**src/rtl/tm_player_pkg.sv**
```systemverilog
// tm_player_pkg: shared definitions for the TM netlist vector player.
//   - state_e        : replay controller states
//   - VEC_W_DEF      : default vector width (one bit per netlist input)
//   - DEPTH_DEF      : default vector table depth
//   - LFSR_TAPS      : Galois tap mask for x^62+x^61+x^6+x^5+1 (right-shifting form)
//   - LFSR_SEED      : nonzero fallback seed used when table entry 0 is zero
package tm_player_pkg;

  localparam int unsigned VEC_W_DEF = 62;
  localparam int unsigned DEPTH_DEF = 10;

  localparam logic [61:0] LFSR_TAPS = 62'h3000_0000_0000_0030;
  localparam logic [61:0] LFSR_SEED = 62'h2AAA_AAAA_5555_5555;

  typedef enum logic [1:0] {
    IDLE,
    PLAY,
    FIN
  } state_e;

endpackage

```
**src/rtl/tm_player_lfsr.sv**
```systemverilog
// tm_player_lfsr: W-bit right-shifting Galois LFSR with synchronous seed load.
// Ports:
//   clk_i   : clock
//   rst_ni  : asynchronous active-low reset (state cleared)
//   load_i  : load seed_i into the state (priority over en_i)
//   seed_i  : seed value
//   en_i    : advance the LFSR one step
//   next_o  : value the state takes on the next advance
module tm_player_lfsr
  import tm_player_pkg::*;
#(
  parameter int unsigned    W    = VEC_W_DEF,
  parameter logic [W-1:0]   TAPS = W'(LFSR_TAPS)
) (
  input  logic         clk_i,
  input  logic         rst_ni,
  input  logic         load_i,
  input  logic [W-1:0] seed_i,
  input  logic         en_i,
  output logic [W-1:0] next_o
);

  logic [W-1:0] state_q;

  assign next_o = state_q[0] ? ((state_q >> 1) ^ TAPS) : (state_q >> 1);

  always_ff @(posedge clk_i or negedge rst_ni) begin
    if (!rst_ni) begin
      state_q <= '0;
    end else if (load_i) begin
      state_q <= seed_i;
    end else if (en_i) begin
      state_q <= next_o;
    end
  end

endmodule

```
**src/rtl/tm_vector_player.sv**
```systemverilog
// tm_vector_player: loads a small table of input vectors and replays them,
// one per clock, for a programmable number of passes. vec_out is registered
// and holds its last value outside of replay.
// Optional: define TM_PLAYER_LFSR_EN to add lfsr_mode, which replaces table
// data with a Galois LFSR sequence seeded from table entry 0.
// Ports:
//   clk, rst (async active-low)
//   clear                       : empty the table (IDLE only, beats a load)
//   load_valid/load_ready/load_data : append one vector to the table
//   start/abort/stall/loops     : replay control; loops==0 means one pass
//   vec_out/vec_valid/vec_idx   : registered vector, fresh flag, table index
//   count                       : entries loaded
//   busy                        : replay in progress
//   done                        : one-cycle completion/abort pulse
module tm_vector_player
  import tm_player_pkg::*;
#(
  parameter int unsigned VEC_W  = VEC_W_DEF,
  parameter int unsigned DEPTH  = DEPTH_DEF,
  parameter int unsigned ADDR_W = 4,
  parameter int unsigned LOOP_W = 16
) (
  input  logic              clk,
  input  logic              rst,
  input  logic              clear,
  input  logic              load_valid,
  output logic              load_ready,
  input  logic [VEC_W-1:0]  load_data,
  input  logic              start,
  input  logic              abort,
  input  logic              stall,
  input  logic [LOOP_W-1:0] loops,
`ifdef TM_PLAYER_LFSR_EN
  input  logic              lfsr_mode,
`endif
  output logic [VEC_W-1:0]  vec_out,
  output logic              vec_valid,
  output logic [ADDR_W-1:0] vec_idx,
  output logic [ADDR_W:0]   count,
  output logic              busy,
  output logic              done
);

  state_e              state_q, state_d;
  logic [ADDR_W:0]     count_q, count_d;
  logic [VEC_W-1:0]    mem_q [DEPTH];
  logic [LOOP_W-1:0]   passes_q, passes_d;
  logic [ADDR_W-1:0]   rd_ptr_q, rd_ptr_d;
  logic                last_q, last_d;
  logic [VEC_W-1:0]    vec_out_q, vec_out_d;
  logic                vec_valid_q, vec_valid_d;
  logic [ADDR_W-1:0]   vec_idx_q, vec_idx_d;

  logic                wr_en;
  logic                entry;
  logic                present;
  logic [ADDR_W-1:0]   cur_rd;
  logic [LOOP_W-1:0]   cur_passes;
  logic [VEC_W-1:0]    play_data;

  assign load_ready = (state_q == IDLE) && (count_q < (ADDR_W+1)'(DEPTH));

`ifdef TM_PLAYER_LFSR_EN
  logic             mode_q, mode_d;
  logic             use_lfsr;
  logic [VEC_W-1:0] lfsr_seed;
  logic [VEC_W-1:0] lfsr_next;

  assign lfsr_seed = (mem_q[0] == '0) ? VEC_W'(LFSR_SEED) : mem_q[0];
  assign use_lfsr  = entry ? lfsr_mode : mode_q;
  assign play_data = use_lfsr ? (entry ? lfsr_seed : lfsr_next) : mem_q[cur_rd];

  tm_player_lfsr #(
    .W    (VEC_W),
    .TAPS (VEC_W'(LFSR_TAPS))
  ) u_lfsr (
    .clk_i  (clk),
    .rst_ni (rst),
    .load_i (entry),
    .seed_i (lfsr_seed),
    .en_i   (present && !entry),
    .next_o (lfsr_next)
  );

  always_comb begin
    mode_d = mode_q;
    if (entry) mode_d = lfsr_mode;
  end

  always_ff @(posedge clk or negedge rst) begin
    if (!rst) mode_q <= 1'b0;
    else      mode_q <= mode_d;
  end
`else
  assign play_data = mem_q[cur_rd];
`endif

  // The output registers are loaded one step ahead of the replay state, so the
  // first vector appears in the cycle after start and every PLAY cycle carries
  // a vector; last_q marks that the vector now showing is the final one.
  always_comb begin
    state_d     = state_q;
    count_d     = count_q;
    passes_d    = passes_q;
    rd_ptr_d    = rd_ptr_q;
    last_d      = last_q;
    vec_out_d   = vec_out_q;
    vec_valid_d = vec_valid_q;
    vec_idx_d   = vec_idx_q;
    wr_en       = 1'b0;
    entry       = 1'b0;
    present     = 1'b0;
    cur_rd      = rd_ptr_q;
    cur_passes  = passes_q;

    unique case (state_q)
      IDLE: begin
        if (clear) begin
          count_d = '0;
        end else begin
          if (load_valid && load_ready) begin
            wr_en   = 1'b1;
            count_d = count_q + (ADDR_W+1)'(1);
          end
          if (start && (count_q != '0)) begin
            state_d    = PLAY;
            entry      = 1'b1;
            present    = 1'b1;
            cur_rd     = '0;
            cur_passes = (loops == '0) ? LOOP_W'(1) : loops;
          end
        end
      end
      PLAY: begin
        if (abort || (!stall && last_q)) begin
          state_d     = FIN;
          vec_valid_d = 1'b0;
        end else if (stall) begin
          vec_valid_d = 1'b0;
        end else begin
          present = 1'b1;
        end
      end
      FIN: begin
        state_d     = IDLE;
        vec_valid_d = 1'b0;
      end
      default: state_d = IDLE;
    endcase

    // count_d covers a load accepted in the same cycle as start.
    if (present) begin
      vec_out_d   = play_data;
      vec_idx_d   = cur_rd;
      vec_valid_d = 1'b1;
      if ({1'b0, cur_rd} == (count_d - (ADDR_W+1)'(1))) begin
        rd_ptr_d = '0;
        passes_d = cur_passes - LOOP_W'(1);
        last_d   = (cur_passes == LOOP_W'(1));
      end else begin
        rd_ptr_d = cur_rd + ADDR_W'(1);
        passes_d = cur_passes;
        last_d   = 1'b0;
      end
    end
  end

  always_ff @(posedge clk or negedge rst) begin
    if (!rst) begin
      state_q     <= IDLE;
      count_q     <= '0;
      passes_q    <= '0;
      rd_ptr_q    <= '0;
      last_q      <= 1'b0;
      vec_out_q   <= '0;
      vec_valid_q <= 1'b0;
      vec_idx_q   <= '0;
    end else begin
      state_q     <= state_d;
      count_q     <= count_d;
      passes_q    <= passes_d;
      rd_ptr_q    <= rd_ptr_d;
      last_q      <= last_d;
      vec_out_q   <= vec_out_d;
      vec_valid_q <= vec_valid_d;
      vec_idx_q   <= vec_idx_d;
    end
  end

  always_ff @(posedge clk) begin
    if (wr_en) mem_q[count_q[ADDR_W-1:0]] <= load_data;
  end

  assign vec_out   = vec_out_q;
  assign vec_valid = vec_valid_q;
  assign vec_idx   = vec_idx_q;
  assign count     = count_q;
  assign busy      = (state_q == PLAY);
  assign done      = (state_q == FIN);

endmodule

```
**config.mk**
```make
export PLATFORM = sky130hd
export DESIGN_NAME = tm_vector_player
export DESIGN_NICKNAME = d
export VERILOG_FILES = /design/src/rtl/tm_player_pkg.sv /design/src/rtl/tm_player_lfsr.sv /design/src/rtl/tm_vector_player.sv
export SDC_FILE = /design/constraint.sdc
export NUM_CORES = 1
export LEC_CHECK = 0
export CAP_MARGIN = 40
export CORE_ASPECT_RATIO = 0.7
export CORE_MARGIN = 10
export CORE_UTILIZATION = 60
export CTS_BUF_LIST = sky130_fd_sc_hd__clkbuf_8
export CTS_CLUSTER_SIZE = 16
export DETAILED_ROUTE_END_ITERATION = 8
export GPL_TIMING_DRIVEN = 0
export PLACE_DENSITY = 0.88
export SLEW_MARGIN = 5
export SYNTH_ARGS = -nofsm -noshare
export SYNTH_HDL_FRONTEND = slang
export SYNTH_SLANG_ARGS = --single-unit
export TNS_END_PERCENT = 50
```
**constraint.sdc**
```tcl
create_clock -name clk -period 10.7 [get_ports clk]
set_clock_uncertainty 0.15 [all_clocks]
set_input_delay 2.14 -clock clk [delete_from_list [all_inputs] [get_ports clk]]
set_output_delay 2.14 -clock clk [all_outputs]
set_load 0.03 [all_outputs]
```
After elaboration in Yosys (flattened, before gate mapping)
Memory sizes are Yosys's and may differ from the RTL's. A register that Yosys moved wholly into a read port is not among the register bits. Index checks and enable logic that the tools add are counted. W data, S select, Z words.

Register bits after elaboration: 33. Memory bits (writable): 620. Input bits: 85. Memories: 1.

Memories: mem_q (words 10, bits a word 62, rd ports 1, clocked after memory_dff 1, write ports 1, line tm_vector_player.sv:46) `logic [VEC_W-1:0] mem_q [DEPTH];`.

Add/sub/neg operators: 4. Magnitude comparators: 1. Eq/ne operators: 8. Multiplexer cells: 31. Reduce and logical (&&, ||, !) cells: 13.

Operators with widths (number): $mux W16 (5); $eq A16 B1 Y1 const B (1); $logic_not A16 Y1 (1); $mux W4 (4); $sub A16 B1 Y16 const B (1); $mux W5 (3); $mux W1 (13); $mux W2 (3); $add A5 B1 Y5 const B (1); $eq A4 B5 Y1 (1); $lt A5 B4 Y1 const B (1); $reduce_bool A5 Y1 (1); $sub A5 B1 Y5 const B (1); $add A4 B1 Y4 const B (1); $logic_and A1 B1 Y1 (4); $ne A2 B1 Y1 const B (2); $ne A4 B2 Y1 const B (1); $pmux W1 S2 (2); $pmux W2 S2 (1); $reduce_and A3 Y1 (1); $reduce_bool A3 Y1 (1); $eq A2 B1 Y1 const B (1); $eq A2 B2 Y1 const B (1); $logic_not A1 Y1 (2); other kinds (4) (4).

Logic depth before layout (Yosys ltp)
Gate-level depths: netlist (run 1).

Depth in word-level cells: 9. Gate-level depth with buffers: 16. Depth with buffers taken out: 13.

Worst setup path after synthesis (run 1)
Ideal clock, no wire load.

Path kind: input port to flip-flop. From: input load_valid. To: memory mem_q[1][0] (netlist bit), enable pin. Library setup time: 0.482 ns. Data arrival time: 5.389 ns. Data required time: 10.068 ns. Slack: 4.679 ns. Stages: 3. Cells stage by stage: nand3b_4 -> or4_4 -> nor2_1.

Cells in the longest elaborated chain, start to end: 6.

RTL lines: start: declaration (line tm_vector_player.sv:26) `input logic load_valid,`; $logic_and A1 B1 Y1 (line tm_vector_player.sv:121) `if (load_valid && load_ready) begin`; $mux W1 (line tm_vector_player.sv:121); $mux W1 (line tm_vector_player.sv:118) `if (clear) begin`; $mux W1 (line tm_vector_player.sv:116) `unique case (state_q)`; $mux W1 (line tm_vector_player.sv:191) `if (wr_en) mem_q[count_q[ADDR_W-1:0]] <= load_data;`; $mux W1 (not written as such) (line tm_vector_player.sv:191); end: declaration (line tm_vector_player.sv:46).

Every way passes these cells.

Final worst setup path (run 1)
From: input clear. To: register passes_q[2].

Cells in the longest elaborated chain, start to end: 5. Elaborated cells between the ends (all ways): 12. Those cells by class: add/sub (2); eq/ne (1); mux (9).

RTL lines: start: declaration (line tm_vector_player.sv:25) `input logic clear,`; $mux W5 (line tm_vector_player.sv:118); $mux W5 (line tm_vector_player.sv:116); $sub A5 B1 Y5 (line tm_vector_player.sv:156) `if ({1'b0, cur_rd} == (count_d - (ADDR_W+1)'(1))) begin`; $eq A4 B5 Y1 (line tm_vector_player.sv:156); $mux W16 (line tm_vector_player.sv:156); end signal: assignment (line tm_vector_player.sv:181) `passes_q <= passes_d;`; end: declaration (line tm_vector_player.sv:47) `logic [LOOP_W-1:0] passes_q, passes_d;`.

Parallel ways exist; a longest one is shown, timed or not. A chain may end at the register's enable or synchronous reset.

==> results of run 1 <==
-- path summary, 6_finish.rpt --
path	cells past startpoint	slack (ns)	from	to
hold / removal	1	0.32	vec_out[54]	vec_out[54]
hold reg to reg	1	0.32	vec_out[54]	vec_out[54]
setup reg to reg	14	5.40	count[1]	passes_q[6]
min in group asynchronous	1	1.35	rst	passes_q[8]
max in group asynchronous	2	8.33	rst	vec_out[19]
setup / recovery	13	4.36	clear	passes_q[2]
-- Yosys cell counts (6+ instances only) --
cell	instances
edfxtp_1	620
a211oi_1	187
nand2_1	162
clkbuf_1	115
dfrtp_1	95
mux2i_1	75
o21ai_0	70
a21o_1	65
and2_1	64
a311oi_1	63
o221ai_1	63
o22ai_1	63
nor2_1	27
buf_2	21
xnor2_1	18
nor3_1	16
a21oi_1	15
inv_1	14
nor4_1	13
ha_1	12
nand4_1	8
or3_1	7
xor2_1	7
buf_1	6
-- worst max-delay path, cell delays in order --
cell             delay (ns)
clkdlybuf4s50_1        0.59
nand3b_1               0.41
nor2_1                 0.47
clkbuf_1               0.51
buf_1                  0.58
clkbuf_1               0.59
a21boi_0               0.27
ha_1                   0.25
buf_1                  0.26
nand2_1                0.29
nor3_1                 0.10
xnor2_1                0.17
mux2i_1                0.08
-- area by class of cell --
type	instances	area [sq um]	area share (%)
inverter	16	60.06	0.1791
buffer	145	589.3	1.758
clock inverter	79	431.7	1.287
sequential	715	21000	62.62
timing repair buffer	187	2095	6.247
clock buffer	111	1528	4.556
multi-input combinational	1015	7062	21.06
tap	612	765.7	2.284
antenna	1	2.502	0.007464
-- routing by layer --
layer | up-vias | part of all wire (%)
met4 | 2 | 3.5
met3 | 246 | 13
met5 | - | 0.025
li1 | 8138 | -
met2 | 1579 | 46
met1 | 9430 | 37
-- through the flow --
step	area (sq um)	hold WS, ns
6_report	33530	0.3246
4_1_cts	33510	0.3279
3_5_place_dp	31560	0.3147
3_3_place_gp	30990	0.3080
5_1_grt	33530	0.3376
2_1_floorplan	28640	0.3242
-- registers in the layout, summed over array words and instances (netlist names) --
| name | cells |
|---|---|
| mem_q | 620 |
| vec_out | 62 |
| passes_q | 16 |
| count | 5 |
| rd_ptr_q | 4 |
| vec_idx | 4 |
| state_q | 2 |
| last_q | 1 |
| vec_valid | 1 |
-- cells by family (layout without fill, tap and decap cells) --
kind of cell | after synthesis | after routing
AO/OA/AOI/OAI | 560 | 560
XOR/XNOR | 25 | 25
adder cells (fa/ha/maj) | 12 | 12
buffers and inverters | 161 | 538
flip-flops | 715 | 715
multiplexers | 76 | 76
other | 0 | 1
AND/OR/NAND/NOR | 342 | 342
-- cell usage in the layout, fill, tap and decap left out, types with 55 or more instances in the layout --
cell type / n
a211oi_1: 187
a21o_1: 65
a311oi_1: 63
and2_1: 64
clkbuf_1: 115
clkbuf_8: 111
clkdlybuf4s50_1: 158
dfrtp_1: 95
edfxtp_1: 620
inv_1: 55
mux2i_1: 75
nand2_1: 162
o21ai_0: 70
o221ai_1: 63
o22ai_1: 63
-- power groups by stage --
stage / logic [mW] / registers, mW / clock network [mW]
after global placement: 2.78 / 3.43 / 0
after global routing: 3.20 / 3.40 / 2.21
after detailed placement: 2.93 / 3.43 / 0
after CTS: 2.95 / 3.38 / 2.09
after floorplan: 1.55 / 3.65 / 0
final: 3.02 / 3.38 / 2.08
==> flow_summary.toml, run 1 <==
[floorplan]
die_h_um = 202.8
std_cell_rows = 66
die_w_um = 281.1
dieArea_sq_mm = 0.05700
initial_core_util_pct = 61.16
io_pins = 160
core_sq_mm = 0.04682

[clock_network]
clk_latency_ns = 0.70
htree_levels = 3
post_cts_buffers = 0
clk_pin_slew_ns = 0.06
clock_path_buffers = 3
ctsResizeCount = 0
clk_root_buffer_cell = "clkbuf_8"
clock-sinks = 715
cts_tree = "built"
numCtsBuffers = 101
postCtsHoldBufs = 0

[logic_synthesis]
yosys.area_share.adder_pct = 0.5243
synth_cell_types = 73
ys.flop_type = "edfxtp_1"
synth_top_cell_area_share_pct = 65.02
muxShareOfSynthArea_pct = 2.700
synth.cell_area_sq_mm = 0.02864
synth_top_family_by_area = "compound AO/OA/AOI/OAI gates"
syn-num-nets = 1988
syn_area_per_cell_sq_um = 15.14
synth_seq_cells = 715
async_reset_ff_share_pct = 13.29
synth_edf_count = 620
synth_compound_area_share_pct = 14.37
yosys_warnings = 0
synthTopCellsByArea = "edfxtp_1 65%, dfrtp_1 8.3%, a211oi_1 4.9%"
synth-simple-area-share_pct = 6.056
synthXorXnorAreaFrac_pct = 0.7646
yosys.area.top_type = "edfxtp_1"
synthCells = 1891
synth-seq-area-share_pct = 73.32

[timing]
worst_pin_slew_ns = 0.9719
relSlewSlack_pct = 35.21
fmax_mhz = 157.6
period_needed_ns = 6.343
finalMaxSlewViolations = 0
period_share_pct = 59.28
hold_viol_final = 0
tns_ns = 0
rsz0062_at_grt = "false"
layout_setup_ws_ns = 4.357
setup_viol = 0

[pwr]
p_seq_share_pct = 39.8
leakage_nw = 11.56
internal-power_mw = 5.289
power_switching_mw = 3.192
sw_frac_of_total_pct = 37.64
clockPowerShare_pct = 24.5
powerDensity_mw_per_mm2 = 253.0
vdd_drop_max_v = 0.0001674
p_comb_share_pct = 35.6
p_total_mw = 8.481

[drt]
dr.pass1.iters = 9
via_count = 19400
drt-total-wl_um = 77530
drcViolationCount = 0
drt_iter0_markers = 2818
wl_per_cell_um = 26.91
drtAntennaViolNets = 0
via_per_inst = 6.732

[setup_path]
crit_required_ns = 11.09
cp_max_fo = 10
cp-end-kind = "register"
path_class = "in2reg"
critPathLaunchType = "input pin"
critPathArrivalTime_ns = 6.73

[global_routing]
grt_use_met1_pct = 36.19
grt_pass1_vias = 19480
gr-max-usage-layer = "met2"
use_met3_pct = 7.780
grt_overflow = 0
antenna_found_initial = 2
grt_pass1_wl_um = 116700
grt_max_degree = 50
grt_util_all_layers_pct = 26.80
grt_util_met2_pct = 41.19

[placement]
place_hpwl_um = 50400
portBuffers = 159
gp_congestion = 0.9001
place_ws_ns = 3.908
placed_cells = 2689

[finish]
fillers = 2744
area.growth.synth_to_final_pct = 17.08
drive_above_1_share_pct = 9.612
nets = 2278
finalNonFillerCells = 2881
utilization_pct = 71.61

[job]
maxCapViolCount = 0

[hold_path]
hp-class = "reg2reg"

[run_status]
status = "finished, final reports clean"
Power figures use the tool's default switching activity.
==> run 2: changes to the inputs <==
Clock period 10.7 ns to 6.6 ns, I/O delays scaled along.
==> flow_summary.toml, run 2 (same netlist as run 1, synthesis figures left out) <==
[setup_path]
reg2reg_from = "count[1]"
critPathLaunchType = "input pin"
rrSetupSlack_ns = 1.23
worstPathCellList = "clkdlybuf4s50_1, nand3b_1, nor2_1, clkbuf_1, buf_1, clkbuf_1, a21boi_0, ha_1, buf_1, nand2_1, nor3_1, xnor2_1, mux2i_1"
crit_required_ns = 6.99
critPathArrivalTime_ns = 5.94
cp_max_fo = 10
cpPeakStageDelay_ns = 0.60
cpMaxStageDelayCell = "clkdlybuf4s50_1"
reg2reg_to = "passes_q[6]"
reg2reg_depth = 14
cp-end-kind = "register"
path_class = "in2reg"

[timing]
worst_pin_slew_ns = 0.9958
relSlewSlack_pct = 33.61
tns_ns = 0
hold_viol_final = 0
period_share_pct = 84.13
setup_viol = 0
rsz0062_at_grt = "false"
finalMaxSlewViolations = 0
fmax_mhz = 180.1
period_needed_ns = 5.553

[hold_path]
min_path_cells = 1
min_from = "vec_out[54]"
hp-class = "reg2reg"
hold_path_end = "vec_out[54]"

[run_status]
status = "finished, final reports clean"

[global_routing]
grt_pass1_wl_um = 116700
grt_pass1_vias = 19470
grt_util_all_layers_pct = 26.79
antenna_found_initial = 2
grt_max_degree = 50
grt_overflow = 0

[floorplan]
die_w_um = 281.1
std_cell_rows = 66
die_h_um = 202.8
core_sq_mm = 0.04682
initial_core_util_pct = 61.16
dieArea_sq_mm = 0.05700
io_pins = 160

[finish]
area.growth.synth_to_final_pct = 17.08
fillers = 2744
nets = 2278
largest_register_ffs = 620
drive_above_1_share_pct = 9.612
layout_common_cells = "620 x edfxtp_1, 187 x a211oi_1, 162 x nand2_1"
final_common_cell = "edfxtp_1"

[clock_network]
clk_pin_slew_ns = 0.06
numCtsBuffers = 101
htree_levels = 3
post_cts_buffers = 0
clk_latency_ns = 0.70
ctsResizeCount = 0
clk_root_buffer_cell = "clkbuf_8"
postCtsHoldBufs = 0
clock-sinks = 715
cts_tree = "built"
clock_path_buffers = 3

[drt]
drtAntennaViolNets = 0
drcViolationCount = 0
via_per_inst = 6.735
wl_per_cell_um = 26.90
via_count = 19400
drt-total-wl_um = 77500
drt_iter0_markers = 3086
dr.pass1.iters = 8

[pwr]
powerDensity_mw_per_mm2 = 410.3
p_total_mw = 13.76
leakage_nw = 11.56
vdd_drop_max_v = 0.0002696

[placement]
gp_congestion = 0.9001
place_hpwl_um = 50400
portBuffers = 159

[job]
maxCapViolCount = 0
## run 2: cell counts in the layout (fill, tap and decap cells not counted)
No cell type changed its count.
## run 2: per-layer routing
layer  routed length (um)  global-route usage (%)  part of all wire, %  vias up
met4                 2606                   9.446                  3.4        2
met3                10360                   7.768                   13      226
met1                28780                   36.19                   37     9450
li1                     -                       -                    -     8143
met2                35740                   41.19                   46     1582
met5                   13                       0                0.017        -
## run 2: final cells by class
cell class,count,area (sq um),share of cell area (%)
tap,612,765.7,2.284
multi-input combinational,1015,7062,21.06
clock buffer,111,1528,4.556
buffer,145,589.3,1.758
sequential,715,21000,62.62
clock inverter,79,431.7,1.287
antenna,1,2.502,0.007464
inverter,16,60.06,0.1791
timing repair buffer,187,2095,6.247
## run 2: worst max path at each step
| stage | slack [ns] | start | depth (start not counted) | to |
|---|---|---|---|---|
| floorplan | 1.40 | load_valid | 3 | mem_q[1][0] |
| global placement | -1.35 | load_valid | 4 | mem_q[3][9] |
| detailed placement | 0.63 | clear | 13 | passes_q[6] |
| CTS | 1.32 | clear | 13 | passes_q[2] |
| global route | 0.83 | clear | 13 | passes_q[6] |
| finish | 1.05 | clear | 13 | passes_q[2] |
## run 2: power by group
group	switching (mW)	internal, mW
Sequential	0.207	5.27
Clock	1.70	1.68
Combinational	3.27	1.62
## run 2: worst max-delay path: cells and delay by family
family | cells | cell delay (ns)
AO/OA/AOI/OAI | 1 | 0.28
XOR/XNOR | 1 | 0.17
adder cells (fa/ha/maj) | 1 | 0.26
buffers and inverters | 5 | 2.55
multiplexers | 1 | 0.09
AND/OR/NAND/NOR | 4 | 1.27
## run 2: per-stage QoR
stage               cell area, sq um  worst slack [ns]  std cells  util [%]  hold WS, ns
floorplan                      28640             1.399       1891         -       0.3242
global placement               30990            -1.347       2662     66.19       0.3080
detailed placement             31560            0.6284       2689     67.39       0.3147
CTS                            33510             1.318       2879     71.58       0.3279
global route                   33530            0.8346       2880     71.60       0.3376
finish                         33530             1.047       2881     71.61       0.3246
